[config.mk]
export PLATFORM = sky130hd
export DESIGN_NAME = regfile_write_buffer
export DESIGN_NICKNAME = d
export VERILOG_FILES = /design/src/rtl/regfile_write_buffer.sv
export SDC_FILE = /design/constraint.sdc
export NUM_CORES = 1
export LEC_CHECK = 0
export CAP_MARGIN = 20
export CORE_MARGIN = 10
export CORE_UTILIZATION = 30
export CTS_CLUSTER_SIZE = 14
export DETAILED_ROUTE_END_ITERATION = 12
export GPL_TIMING_DRIVEN = 0
export MAX_ROUTING_LAYER = met4
export SKIP_CTS_REPAIR_TIMING = 1
export SKIP_LAST_GASP = 1
export SLEW_MARGIN = 20
export SYNTH_ARGS = -nofsm -noshare
export SYNTH_HDL_FRONTEND = slang
export SYNTH_SLANG_ARGS = --single-unit
[constraint.sdc]
create_clock -name clk -period 5.08 [get_ports clk]
set_clock_uncertainty 0.15 [all_clocks]
set_input_delay 1.016 -clock clk [delete_from_list [all_inputs] [get_ports clk]]
set_output_delay 1.016 -clock clk [all_outputs]
set_load 0.02 [all_outputs]
[src/rtl/regfile_write_buffer.sv]
// Register-file write front end: merges pipeline writeback (port A) with a
// buffered mul/div result stream (port B), cancels overtaken writes, and forwards pending data.
module regfile_write_buffer #(
    parameter int DEPTH = 4,
    parameter int AW    = 5,
    parameter int DW    = 32
) (
    input  logic                     clk,
    input  logic                     reset,
    input  logic                     i_a_valid,
    input  logic [AW-1:0]            i_a_addr,
    input  logic [DW-1:0]            i_a_data,
    input  logic                     i_b_valid,
    output logic                     o_b_ready,
    input  logic [AW-1:0]            i_b_addr,
    input  logic [DW-1:0]            i_b_data,
    output logic                     o_we3,
    output logic [AW-1:0]            o_wa3,
    output logic [DW-1:0]            o_wd3,
    input  logic [AW-1:0]            i_fa1,
    input  logic [AW-1:0]            i_fa2,
    output logic                     o_fhit1,
    output logic                     o_fhit2,
    output logic [DW-1:0]            o_fdat1,
    output logic [DW-1:0]            o_fdat2,
    output logic [$clog2(DEPTH):0]   o_count
);

    localparam int PW = $clog2(DEPTH);
    localparam int CW = PW + 1;

    logic [PW-1:0]  r_head;
    logic [PW-1:0]  r_tail;
    logic [CW-1:0]  r_count;
    logic [DEPTH-1:0] r_valid;
    logic [AW-1:0]  r_addr [DEPTH];
    logic [DW-1:0]  r_data [DEPTH];

    logic           r_we3;
    logic [AW-1:0]  r_wa3;
    logic [DW-1:0]  r_wd3;

    logic           w_b_ready;
    logic           w_a_wr;
    logic           w_push;
    logic           w_pop;
    logic [DW:0]    w_look1;
    logic [DW:0]    w_look2;

    assign w_b_ready = (r_count < CW'(DEPTH));
    assign w_a_wr    = i_a_valid && (i_a_addr != '0);
    // Writes to r0 complete the handshake but never occupy a slot.
    assign w_push    = i_b_valid && w_b_ready && (i_b_addr != '0);
    assign w_pop     = !i_a_valid && (r_count != '0);

    always_ff @(posedge clk) begin
        if (reset) begin
            r_head  <= '0;
            r_tail  <= '0;
            r_count <= '0;
            r_valid <= '0;
        end else begin
            for (int i = 0; i < DEPTH; i++) begin
                if (w_a_wr && r_valid[i] && (r_addr[i] == i_a_addr)) begin
                    r_valid[i] <= 1'b0;
                end
            end
            if (w_pop) begin
                r_valid[r_head] <= 1'b0;
                r_head          <= r_head + PW'(1);
            end
            // A same-cycle A write to the same register is younger, so the entry is born dead.
            if (w_push) begin
                r_valid[r_tail] <= !(w_a_wr && (i_b_addr == i_a_addr));
                r_addr[r_tail]  <= i_b_addr;
                r_data[r_tail]  <= i_b_data;
                r_tail          <= r_tail + PW'(1);
            end
            r_count <= r_count + CW'(w_push) - CW'(w_pop);
        end
    end

    always_ff @(posedge clk) begin
        if (reset) begin
            r_we3 <= 1'b0;
            r_wa3 <= '0;
            r_wd3 <= '0;
        end else if (i_a_valid) begin
            r_we3 <= w_a_wr;
            if (w_a_wr) begin
                r_wa3 <= i_a_addr;
                r_wd3 <= i_a_data;
            end
        end else if (w_pop) begin
            r_we3 <= r_valid[r_head];
            if (r_valid[r_head]) begin
                r_wa3 <= r_addr[r_head];
                r_wd3 <= r_data[r_head];
            end
        end else begin
            r_we3 <= 1'b0;
        end
    end

    // Oldest-to-youngest scan so the youngest matching entry is the last to overwrite.
    function automatic logic [DW:0] lookup(input logic [AW-1:0] f);
        logic          hit;
        logic [DW-1:0] dat;
        logic [PW-1:0] idx;
        hit = 1'b0;
        dat = '0;
        if (f != '0) begin
            for (int k = 0; k < DEPTH; k++) begin
                idx = r_head + PW'(k);
                if ((CW'(k) < r_count) && r_valid[idx] && (r_addr[idx] == f)) begin
                    hit = 1'b1;
                    dat = r_data[idx];
                end
            end
            if (!hit && r_we3 && (r_wa3 == f)) begin
                hit = 1'b1;
                dat = r_wd3;
            end
        end
        return {hit, dat};
    endfunction

    always_comb begin
        w_look1 = lookup(i_fa1);
        w_look2 = lookup(i_fa2);
    end

    assign o_b_ready = w_b_ready;
    assign o_we3     = r_we3;
    assign o_wa3     = r_wa3;
    assign o_wd3     = r_wd3;
    assign o_fhit1   = w_look1[DW];
    assign o_fdat1   = w_look1[DW-1:0];
    assign o_fhit2   = w_look2[DW];
    assign o_fdat2   = w_look2[DW-1:0];
    assign o_count   = r_count;

endmodule

==> impl_metrics.toml, run 1 <==
[routing]
drc = 0
via_per_inst = 6.05
drt-total-wl_um = 59400
drtAntennaViolNets = 0
detail_route.iter0.violations = 1599
dr_total_vias = 12683
detailedRoute.firstPassIterationCount = 6
routedWlPerCell_um = 28.3

[clocking]
clk_pin_slew_worst_paths_ps = 80
tritoncts = "done"
clock_latency_ps = 470
clkSinkCount = 199
cts_buffer_count = 17
htree_levels = 4
ctsLongestPathBuffers = 2
cts-root-buf = "sky130_fd_sc_hd__clkbuf_16"

[final_layout]
drive_gt1_share_pct = 29.9
utilization_pct = 40.8
final_cell_mix = "148 x sky130_fd_sc_hd__edfxtp_1, 114 x sky130_fd_sc_hd__clkdlybuf4s50_1, 107 x sky130_fd_sc_hd__nor2_1"
area.sequential_um2 = 5470
design_area_um2 = 18600
multi_input_area_um2 = 8610
mostFrequentLayoutCell = "sky130_fd_sc_hd__edfxtp_1"
final_net_count = 1585
areaGrowthSynthToFinish_pct = 33.5
fillerInstances = 4263

[setup_path]
path_common_cell = "sky130_fd_sc_hd__buf_12"
critical_path.endpoint_type = "output port"
slowest_stage = "sky130_fd_sc_hd__mux4_2"
critPathLaunchType = "flop"
critical_path.top_delay_family = "buffers and inverters"
required_ps = 3910
timing.setup.critical_path_class = "reg2out"
critical_path_buf_inv_count = 11
rr_endpoint = "o_wd3[27]"
r2r_start = "o_count[0]"
critPathMaxFanout = 10
r2r_cells = 7
critical_path.cell_chain = "buf_6 -> buf_12 -> buf_12 -> buf_12 -> buf_12 -> buf_12 -> clkinv_8 -> ha_4 -> buf_12 -> mux4_2 -> xnor2_2 -> nand2_2 -> nor3_4 -> buf_4 -> o2111ai_2 -> buf_4 -> nor2_1 -> a211o_1 -> clkbuf_2"
max_stage_delay_ps = 570
timing.critical_path.arrival_ps = 4260
critical_path_depth = 19
worst-r2r-setup-slack_ps = 1740

[power_and_ir_drop]
leakage_uw = 0.00637
power_density_nw_per_um2 = 377
combinationalPowerShare_pct = 50.8
total_switching_power_uw = 2980
vdd.ir_drop.worst_uv = 248
power_report.internal_total_uw = 4030
clockPowerShare_pct = 20.2
power_frac_seq_pct = 29.0
power.switching_fraction_pct = 42.5

[grt]
maximum_number_of_pins_on_one_net_before_global_route_repair = 38
grt_overflow = 0
first_global_vias = 12379
number_of_antenna_violations_at_the_first_check_in_global_routing = 1
global_route_wire_length_before_repair_um = 83400
gr-usage-all-layers_pct = 20.4

[sta]
max_slew.worst_pin.slew_ps = 1260
slew_viol_final = 0
grt_setup_unrepaired = "true"
fin_tns_setup_ps = -13850
hold_viol = 0
timing.final.crit_period_ps = 5430
post-route-period-util_pct = 107
layout_setup_ws_ps = -350
finalSetupViolCount = 64
fmaxAchievable_mhz = 184
slew_headroom_pct = 16.0

[run_status]
violations = "negative setup slack"
status = "complete, but fails checks"

[die]
num_io_pins = 196
placementRows = 78
floorplan.initialDensity_pct = 30.5
floorplan.die.width_um = 235
area_of_the_die_um2 = 55400
floorplan.core_area_um2 = 45600
die_height_um = 235

[synth]
fraction_of_the_yosys_area_taken_by_sequential_cells_pct = 39.3
ys_ff_latch = 199
synth_area_per_cell_um2 = 11.2
synth_nets = 1341
synth.lib_cells_used.distinct = 56
synthCells = 1240
synth-warning-count = 0
postSynth.topFlopCell = "sky130_fd_sc_hd__edfxtp_1"
synth.cell_area_um2 = 13900
synth_enable_flop_cells = 148
ys_async_sr_fraction_pct = 0

[worst_hold_path]
min_delay_path_depth = 2
min_path_type = "reg2reg"
hold_path_startpoint = "r_tail[1]"
holdPathEnd = "r_tail[1]"

[place]
dp_hpwl_um = 41600
placed_inst_area_um2 = 16700
place.port_buffers = 180
gpl.final_weighted_congestion = 0.930

[flow_run]
max_cap_viols = 0
-- tightest hold or removal path, cell delays in order, from the launching register on --
cell                      delay, ps
sky130_fd_sc_hd__dfxtp_1        340
sky130_fd_sc_hd__nand2_1         60
sky130_fd_sc_hd__a21oi_1         60
-- state kept, by name, indices dropped and copies added, names as in the netlist, named ones only --
register,cells
o_count,3
o_wa3,5
o_wd3,32
o_we3,1
r_addr,20
r_data,128
r_head,2
r_tail,2
r_valid,4
-- per-layer routing --
metal	GRT usage, %	vias up	part of all wire (%)
li1	-	5326	-
met1	25.7	6320	41
met2	30.9	910	45
met3	5.93	127	11
met4	7.01	0	3.1
met5	-	-	0
-- cell usage after synthesis (8+ instances only) --
library cell / number / area share [%]
sky130_fd_sc_hd__edfxtp_1: 148 / 32
sky130_fd_sc_hd__nor2_1: 107 / 2.9
sky130_fd_sc_hd__mux2i_1: 99 / 7.1
sky130_fd_sc_hd__mux4_2: 95 / 15
sky130_fd_sc_hd__clkbuf_1: 72 / 1.9
sky130_fd_sc_hd__nand2_1: 64 / 1.7
sky130_fd_sc_hd__a21oi_1: 60 / 2.2
sky130_fd_sc_hd__a211oi_1: 53 / 2.9
sky130_fd_sc_hd__dfxtp_1: 51 / 7.3
sky130_fd_sc_hd__xnor2_1: 49 / 3.1
sky130_fd_sc_hd__nand3_1: 37 / 1.3
sky130_fd_sc_hd__xor2_1: 33 / 2.1
sky130_fd_sc_hd__a211o_1: 31 / 2.0
sky130_fd_sc_hd__a221oi_1: 31 / 2.0
sky130_fd_sc_hd__o211ai_1: 31 / 1.7
sky130_fd_sc_hd__o21ai_0: 31 / 1.1
sky130_fd_sc_hd__o2bb2ai_1: 31 / 2.0
sky130_fd_sc_hd__mux2_2: 24 / 1.9
sky130_fd_sc_hd__buf_2: 23 / 0.83
sky130_fd_sc_hd__or2_2: 22 / 0.99
sky130_fd_sc_hd__buf_1: 18 / 0.49
sky130_fd_sc_hd__nor2b_1: 15 / 0.67
sky130_fd_sc_hd__nor3_1: 15 / 0.54
sky130_fd_sc_hd__ha_1: 12 / 1.1
sky130_fd_sc_hd__inv_1: 11 / 0.30
sky130_fd_sc_hd__nor4_1: 8 / 0.36
-- through the flow --
stage / setup slack [ps] / std cells / hold WS [ps] / power, uW
after CTS: -2660 / 2052 / 363 / 6570
after global placement: -2090 / 2020 / 341 / 5140
after detailed placement: -2120 / 2020 / 351 / 5170
final: -350 / 2098 / 357 / 7010
after floorplan: 43.5 / 1240 / 319 / 4160
after global routing: -417 / 2098 / 398 / 7260
-- area by class of cell --
cell class | count | area share [%]
inverters | 11 | 0.290
repair buffers | 226 | 11.6
multi-input cells | 909 | 46.3
flip-flops and latches | 199 | 29.4
plain buffers | 120 | 5.03
well taps | 600 | 4.04
clock buffers | 17 | 2.29
diodes | 1 | 0.0135
clock inverters | 15 | 0.943
-- worst max-delay path by stage --
stage | start | to | slack [ps]
6_report | r_head[0] | o_fdat1[31] | -350
5_1_grt | r_head[0] | o_fdat1[17] | -420
4_1_cts | r_head[1] | o_fdat2[17] | -2660
3_5_place_dp | r_head[1] | o_fdat2[17] | -2120
3_3_place_gp | r_head[1] | o_fdat2[17] | -2090
2_1_floorplan | r_head[0] | o_fdat1[22] | 40
-- cells by family after synthesis --
| logic type | after synthesis | synth area share (%) |
|---|---|---|
| AO/OA/AOI/OAI | 289 | 14.9 |
| XOR/XNOR | 82 | 5.16 |
| adder cells (fa/ha/maj) | 13 | 1.22 |
| buffers and inverters | 132 | 4.17 |
| flip-flops | 199 | 39.3 |
| multiplexers | 219 | 24.6 |
| AND/OR/NAND/NOR | 306 | 10.6 |
-- power groups by stage --
stage          Combinational (uW)  Clock, uW  Sequential [uW]
2_1_floorplan                2090          0             2080
3_3_place_gp                 3080          0             2060
3_5_place_dp                 3110          0             2060
4_1_cts                      3130       1410             2020
5_1_grt                      3730       1480             2050
6_report                     3560       1420             2030
Note: power is estimated with default switching activity, not from simulation.
==> run 2, diff against run 1 <==
Settings changed: ABC_CLOCK_PERIOD_IN_PS set to 5080.
==> results of run 2 <==
The final DEF is identical to that of run 1; final timing and power are the same.
==> run 3, diff against run 2 <==
Settings changed: GPL_ROUTABILITY_DRIVEN set to 0.
==> run 3 against run 2 <==
The flow still finishes with violations (negative setup slack). Non-clock buffer count shrank 11. Wire length fell by 1.5%. First-iteration DRC count rose by 4.2%. Clock power about the same. Sequential share of layout area is 0.79 points higher. Register-to-register slack improved by 60 ps. Critical path type unchanged. Critical endpoint is now o_fdat2[17]. Largest cell class unchanged. Highest routed layer unchanged.
==> impl_metrics.toml, run 3 (same netlist as run 1, synthesis figures left out) <==
[final_layout]
finish.cell_count_without_fillers = 2086
largest_register_ff_count = 128
mostFrequentLayoutCell = "sky130_fd_sc_hd__edfxtp_1"
antennaDiodeCount = 0
fillerInstances = 4313
drive_gt1_share_pct = 27.6
areaGrowthSynthToFinish_pct = 30.1
utilization_pct = 39.7
final_cell_mix = "148 x sky130_fd_sc_hd__edfxtp_1, 114 x sky130_fd_sc_hd__clkdlybuf4s50_1, 107 x sky130_fd_sc_hd__nor2_1"
design_area_um2 = 18100
final_net_count = 1574
register_ranked_first_by_flip_flop_count = "r_data"

[routing]
detail_route.iter0.violations = 1666
routedWlPerCell_um = 28.0
detailedRoute.firstPassIterationCount = 5
via_per_inst = 6.04
drc = 0
dr_total_vias = 12591
drt-total-wl_um = 58500
drtAntennaViolNets = 0

[setup_path]
critical_path.cell_chain = "buf_6 -> buf_12 -> buf_12 -> buf_12 -> buf_12 -> buf_12 -> inv_6 -> ha_4 -> buf_8 -> mux4_2 -> buf_4 -> xor2_1 -> nor4_1 -> o21a_2 -> or2_1 -> buf_6 -> nor4_4 -> buf_6 -> buf_8 -> o2bb2ai_2 -> dlymetal6s2s_1"
timing.setup.critical_path_class = "reg2out"
critPathLaunchType = "flop"
slowest_stage = "sky130_fd_sc_hd__mux4_2"
path_common_cell = "sky130_fd_sc_hd__buf_12"
critical_path.endpoint_type = "output port"
max_stage_delay_ps = 550
timing.critical_path.arrival_ps = 4430
required_ps = 3910
critPathMaxFanout = 10

[grt]
maximum_number_of_pins_on_one_net_before_global_route_repair = 38
grt_overflow = 0
gr-usage-all-layers_pct = 20.5
number_of_antenna_violations_at_the_first_check_in_global_routing = 1
global_route_wire_length_before_repair_um = 83600
first_global_vias = 12303

[sta]
grt_setup_unrepaired = "true"
fmaxAchievable_mhz = 179
hold_viol = 0
slew_viol_final = 0
timing.final.crit_period_ps = 5600
slew_headroom_pct = 19.4
post-route-period-util_pct = 110
max_slew.worst_pin.slew_ps = 1210
finalSetupViolCount = 66
layout_setup_ws_ps = -515

[clocking]
clk_pin_slew_worst_paths_ps = 80
cts_buffer_count = 17
ctsLongestPathBuffers = 2
htree_levels = 4
clock_latency_ps = 460
tritoncts = "done"
cts-root-buf = "sky130_fd_sc_hd__clkbuf_16"
clkSinkCount = 199

[place]
placed_cells = 2022
placed_inst_area_um2 = 16700
dp_hpwl_um = 41800
place.port_buffers = 180

[power_and_ir_drop]
power_density_nw_per_um2 = 382
vdd.ir_drop.worst_uv = 251
leakage_uw = 0.00628

[die]
die_height_um = 235
placementRows = 78
floorplan.core_area_um2 = 45600
area_of_the_die_um2 = 55400
num_io_pins = 196
floorplan.initialDensity_pct = 30.5
floorplan.die.width_um = 235

[run_status]
violations = "negative setup slack"
status = "complete, but fails checks"

[worst_hold_path]
min_path_type = "reg2reg"

[flow_run]
max_cap_viols = 0
[run 3: cell count changes in the layout (fill, tap and decap cells not counted), sizes merged]
cell	change
bufinv	+1
clkbuf	+6
clkinv	-5
diode	-1
buf	-24
dlymetal6s2s	+7
clkinvlp	+4
[run 3: cell type report]
type                    count  area, um2  area share (%)
inverters                  11       46.3           0.256
repair buffers            215       2040            11.3
plain buffers             120        833            4.61
flip-flops and latches    199       5470            30.2
clock inverters            15        163           0.899
clock buffers              17        425            2.35
multi-input cells         909       8370            46.2
well taps                 600        751            4.15
[run 3: where the power goes]
group / total [uW] / switching [uW] / leakage [uW] / internal, uW
Sequential: 2030 / 146 / 0.00177 / 1880
Clock: 1390 / 698 / 0.000275 / 697
Combinational: 3490 / 2030 / 0.00424 / 1460
Total: 6920 / 2880 / 0.00628 / 4040
[run 3: through the flow]
step | TNS, ps | hold WS (ps) | setup slack, ps | power [uW]
2_1_floorplan | 0 | 319 | 43.5 | 4160
3_3_place_gp | -119800 | 337 | -2030 | 5130
3_5_place_dp | -123170 | 361 | -2120 | 5180
4_1_cts | -157280 | 372 | -2640 | 6570
5_1_grt | -30180 | 415 | -587 | 7190
6_report | -24840 | 364 | -515 | 6920
[run 3: metal layers]
layer / GRT usage [%] / wire length, um
met5: - / 0
met4: 7.11 / 2050
met3: 4.94 / 6230
met2: 30.8 / 26500
met1: 26.4 / 23800
[run 3: worst paths after layout]
kind                                 from           to  slack, ps  cells past startpoint
worst min-delay path            r_tail[1]    r_tail[1]        360                      2
worst min register to register  r_tail[1]    r_tail[1]        360                      2
worst max-delay path            r_head[0]  o_fdat2[17]       -520                     21
worst max register to register  r_head[0]    o_wd3[26]       1800                     10
[run 3: critical path, delay by kind of cell (launching register included)]
family | cells | cell delay [ps]
AO/OA/AOI/OAI | 2 | 350
adder cells (fa/ha/maj) | 1 | 260
multiplexers | 1 | 550
flip-flops | 1 | 350
XOR/XNOR | 1 | 180
AND/OR/NAND/NOR | 3 | 460
buffers and inverters | 13 | 1810
